===== src/rtl/mem_port_arbiter.sv =====
// mem_port_arbiter: round-robin arbiter for two requesters sharing one memory port.
// Drives the 2:1 address/data mux select and sequences a single transaction at a
// time. The grant is held from the IDLE->BUSY edge until the memory acknowledges.
// Optional feature macro: ARB_TIMEOUT_EN aborts a transaction after TIMEOUT
// BUSY cycles without mem_ack_i and pulses timeout_o for one cycle.
module mem_port_arbiter #(
    parameter int TIMEOUT = 16,
    parameter int CNT_W   = 5
) (
    input  logic clk_i,
    input  logic rst_i,
    input  logic req0_i,
    input  logic req1_i,
    input  logic mem_ack_i,
    output logic select_o,
    output logic mem_req_o,
    output logic ack0_o,
    output logic ack1_o,
    output logic busy_o,
    output logic timeout_o
);

    // Catch an abort threshold the wait counter cannot represent.
    if (TIMEOUT < 2 || TIMEOUT > (2 ** CNT_W) - 1) begin : g_timeout_range
        $error("mem_port_arbiter: TIMEOUT out of range for CNT_W");
    end

    typedef enum logic [0:0] {
        IDLE = 1'b0,
        BUSY = 1'b1
    } state_t;

    state_t state_q, state_d;
    logic   select_q, select_d;
    logic   mem_req_q, mem_req_d;
    logic   busy_q, busy_d;
    logic   last_q, last_d;

`ifdef ARB_TIMEOUT_EN
    localparam logic [CNT_W-1:0] CNT_MAX      = '1;
    localparam logic [CNT_W-1:0] TIMEOUT_LAST = CNT_W'(TIMEOUT - 1);

    logic [CNT_W-1:0] cnt_q, cnt_d;
    logic             timeout_q, timeout_d;
`endif

    // State and grant registers; reset abandons any transaction without an ack.
    always_ff @(posedge clk_i or negedge rst_i) begin
        if (!rst_i) begin
            state_q   <= IDLE;
            select_q  <= 1'b0;
            mem_req_q <= 1'b0;
            busy_q    <= 1'b0;
            last_q    <= 1'b1;
`ifdef ARB_TIMEOUT_EN
            cnt_q     <= '0;
            timeout_q <= 1'b0;
`endif
        end else begin
            state_q   <= state_d;
            select_q  <= select_d;
            mem_req_q <= mem_req_d;
            busy_q    <= busy_d;
            last_q    <= last_d;
`ifdef ARB_TIMEOUT_EN
            cnt_q     <= cnt_d;
            timeout_q <= timeout_d;
`endif
        end
    end

    // Next-state: round-robin grant in IDLE, hold the grant in BUSY until ack (or abort).
    always_comb begin
        state_d   = state_q;
        select_d  = select_q;
        mem_req_d = mem_req_q;
        busy_d    = busy_q;
        last_d    = last_q;
`ifdef ARB_TIMEOUT_EN
        cnt_d     = cnt_q;
        timeout_d = 1'b0;
`endif
        case (state_q)
            IDLE: begin
                if (req0_i || req1_i) begin
                    // A tie goes to the port that was not served last.
                    select_d  = (req0_i && req1_i) ? ~last_q : req1_i;
                    mem_req_d = 1'b1;
                    busy_d    = 1'b1;
                    state_d   = BUSY;
`ifdef ARB_TIMEOUT_EN
                    cnt_d     = '0;
`endif
                end
            end
            BUSY: begin
                if (mem_ack_i) begin
                    mem_req_d = 1'b0;
                    busy_d    = 1'b0;
                    last_d    = select_q;
                    state_d   = IDLE;
                end
`ifdef ARB_TIMEOUT_EN
                else if (cnt_q == TIMEOUT_LAST) begin
                    // Abort: the requester keeps its req and competes again.
                    mem_req_d = 1'b0;
                    busy_d    = 1'b0;
                    last_d    = select_q;
                    state_d   = IDLE;
                    timeout_d = 1'b1;
                end else if (cnt_q != CNT_MAX) begin
                    cnt_d = cnt_q + 1'b1;
                end
`endif
            end
            default: state_d = IDLE;
        endcase
    end

    assign select_o  = select_q;
    assign mem_req_o = mem_req_q;
    assign busy_o    = busy_q;

    // Completion strobes follow mem_ack_i in the same cycle, routed to the granted port.
    assign ack0_o = (state_q == BUSY) & mem_ack_i & ~select_q;
    assign ack1_o = (state_q == BUSY) & mem_ack_i &  select_q;

`ifdef ARB_TIMEOUT_EN
    assign timeout_o = timeout_q;
`else
    assign timeout_o = 1'b0;
`endif

endmodule

===== config.mk =====
export PLATFORM = sky130hd
export DESIGN_NAME = mem_port_arbiter
export DESIGN_NICKNAME = d
export VERILOG_FILES = /design/src/rtl/mem_port_arbiter.sv
export SDC_FILE = /design/constraint.sdc
export NUM_CORES = 1
export LEC_CHECK = 0
export ABC_AREA = 1
export BUFFER_PORTS_ARGS = -buffer_cell sky130_fd_sc_hd__buf_2
export CORE_AREA = 2 2 39 41
export DETAILED_ROUTE_END_ITERATION = 12
export DIE_AREA = 0 0 41 43
export GPL_ROUTABILITY_DRIVEN = 0
export PLACE_DENSITY = 0.33
export REMOVE_ABC_BUFFERS = 1
export SYNTH_ARGS = -nofsm -noshare
export SYNTH_HDL_FRONTEND = slang
export SYNTH_SLANG_ARGS = --single-unit

===== constraint.sdc =====
create_clock -name clk_i -period 1.1 [get_ports clk_i]
set_input_delay 0.22 -clock clk_i [delete_from_list [all_inputs] [get_ports clk_i]]
set_output_delay 0.22 -clock clk_i [all_outputs]
set_load 0.02 [all_outputs]

==> metrics <==
RSZ-0062 raised after global routing yes; die outline height 43 µm; clk root buf clkbuf_4; TritonCTS sink count 4; ratio of cells with drive above 1 in the final layout 48.6%; Leak 0.159 nW; Max Slew Vio Count 0; Antenna Nets Post-Route 0; Tcrit/Tclk final 103%; Crit. End Element primary output; Initial Utilization 13.4%; pwr/cell area 2540 nW/µm²; WL/cell 8.62 µm; Max Buffers Root-to-Sink 2; crit-path max FO 4; Place WS 0.156 ns; Layout Nets 43; setup TNS -0.0574 ns; part of the power in combinational logic 39.7%; Die W 41 µm; cell type with the largest total area after synthesis dfrtp_1; failing checks setup timing; Cell Area, Synth 185 µm²; Post-synth EDFFs 0; die area 1760 µm²; cell-internal power 0.486 mW; IR drop worst, VDD 596 µV; Setup Skew 0.00762 ns; total global routing overflow 0; top_reg_cell synth dfrtp_1; DR pass1 iterations 2; global-route wire length before repair 752 µm; top-count cell post-synth nand2_1; vias in the first global route 182; Synth Instances 22; Switching Share 36.5%; reported max-cap violation count 0; Hold Crit Class primary input to flip-flop; Skew-Pair Late Insertion Delay 0.24 ns; Synth area leaders dfrtp_1, dfstp_2, nand2_1, buf_4, o21ai_2; final core utilization 21.8%; initial antenna violation count 0; Total Wirelength 457 µm; Startpoint Class flip-flop; Core Box Area 1380 µm²; Yosys warning count 0; CP Data Arrival Time 0.92 ns; synth cell count leaders nand2_1, dfrtp_1, buf_4, inv_1, nor2_1; Clk network pwr share 26.9%; TritonCTS clock tree yes; Boundary Pins 11; Row Count 14; f_max 0.880 GHz; Final Hold Fails 0; Synth top area share 40.5%; Async SR Flop Fraction 100%; final worst setup slack -0.0359 ns; syn avg cell area 8.42 µm²; fin crit period 1.14 ns; Seq/Total Area, Yosys 54.7%; diode count 0; Power Total 0.765 mW; status finished with violations; H-tree levels 1; Sequential Power Share 33.4%; 1st-iter DRT viols 4; switching power 0.279 mW; vias per cell 3.57; drc violations 0; TritonCTS buffer count 3; port bufs 9; CP required 0.88 ns; Synth Register Bits 4; all-layer global routing usage 6.85%; total number of vias 189; register clock-pin slew on the reported worst setup and hold paths 0.05 ns; Area Growth Syn to Fin 62.8%; Netlist cell types 11; largest net degree at the start of global routing 5; endpoints failing setup 2; WS Path Type flip-flop to primary output
## cell type report
type | instances | area (µm²)
timing repair buffer | 13 | 82.6
sequential | 4 | 101
fill | 154 | 1080
multi-input combinational | 14 | 63.8
inverter | 2 | 7.51
clock buffer | 4 | 26.3
tap | 16 | 20.0
## per-layer routing
layer	GRT usage, %	wire length (µm)	vias to the layer above
met1	9.09	235	83
met3	3.66	67	0
met5	0	0	-
li1	-	-	95
met4	6.00	0	0
met2	7.50	153	11
## power by group through the flow
stage          Sequential, mW  Clock (mW)  Combinational [mW]
4_1_cts                 0.256       0.221               0.281
3_5_place_dp            0.255           0               0.236
5_1_grt                 0.260       0.231               0.335
6_report                0.255       0.206               0.303
3_3_place_gp            0.253           0               0.235
2_1_floorplan           0.302           0               0.104
## worst max-delay path: stages, from the launching register on
cell	delay (ns)
dfrtp_1	0.37
inv_1	0.07
nor2_1	0.09
buf_4	0.14
## registers in the layout, indices dropped and copies added (netlist names)
name / cells
state_q: 1
busy_o: 1
select_o: 1
last_q: 1
## cells by family (layout without fill, tap and decap cells)
logic type	after synthesis	count (layout)	synth area share (%)
buf+inv	4	19	12.2
other cells	1	1	2.03
compound gates	3	3	10.1
flops	4	4	54.7
simple gates	10	10	20.9
## layout by cell type, fill, tap and decap left out
cell and count:
buf_2 7, buf_4 5, clkbuf_1 1, clkbuf_4 3, conb_1 1, dfrtp_1 3
dfstp_2 1, dlygate4sd3_1 1, inv_1 2, nand2_1 6, nand2_2 1, nand3_1 1
nor2_1 2, o21ai_0 1, o21ai_1 1, o21ai_2 1
## repair_timing
item / CTS / global route
gates resized for setup: 3 / 0
hold buffers: 1 / 0
setup buffers: 2 / 1
pin swaps: 2 / 0
endpoints found under the hold margin: 4 / 0
setup endpoints to repair: 2 / 2
## worst paths after layout
kind                            startpoint       end  slack [ns]  cells past startpoint
worst max-delay path              select_o    ack1_o       -0.04                      3
worst min-delay path             mem_ack_i   state_q        0.19                      2
worst max register to register     state_q    busy_o        0.32                      4
worst min register to register      last_q    last_q        0.47                      2
max in group asynchronous            rst_i    last_q        0.57                      2
min in group asynchronous            rst_i  select_o        0.31                      2
## through the flow
stage               area (µm²)  instances  hold WS (ns)
floorplan                  170         20       -0.0756
finish                     302         53         0.190
CTS                        294         52         0.180
detailed placement         235         45        0.0366
global placement           235         45        0.0290
global route               302         53         0.197
Power figures use the tool's default switching activity.
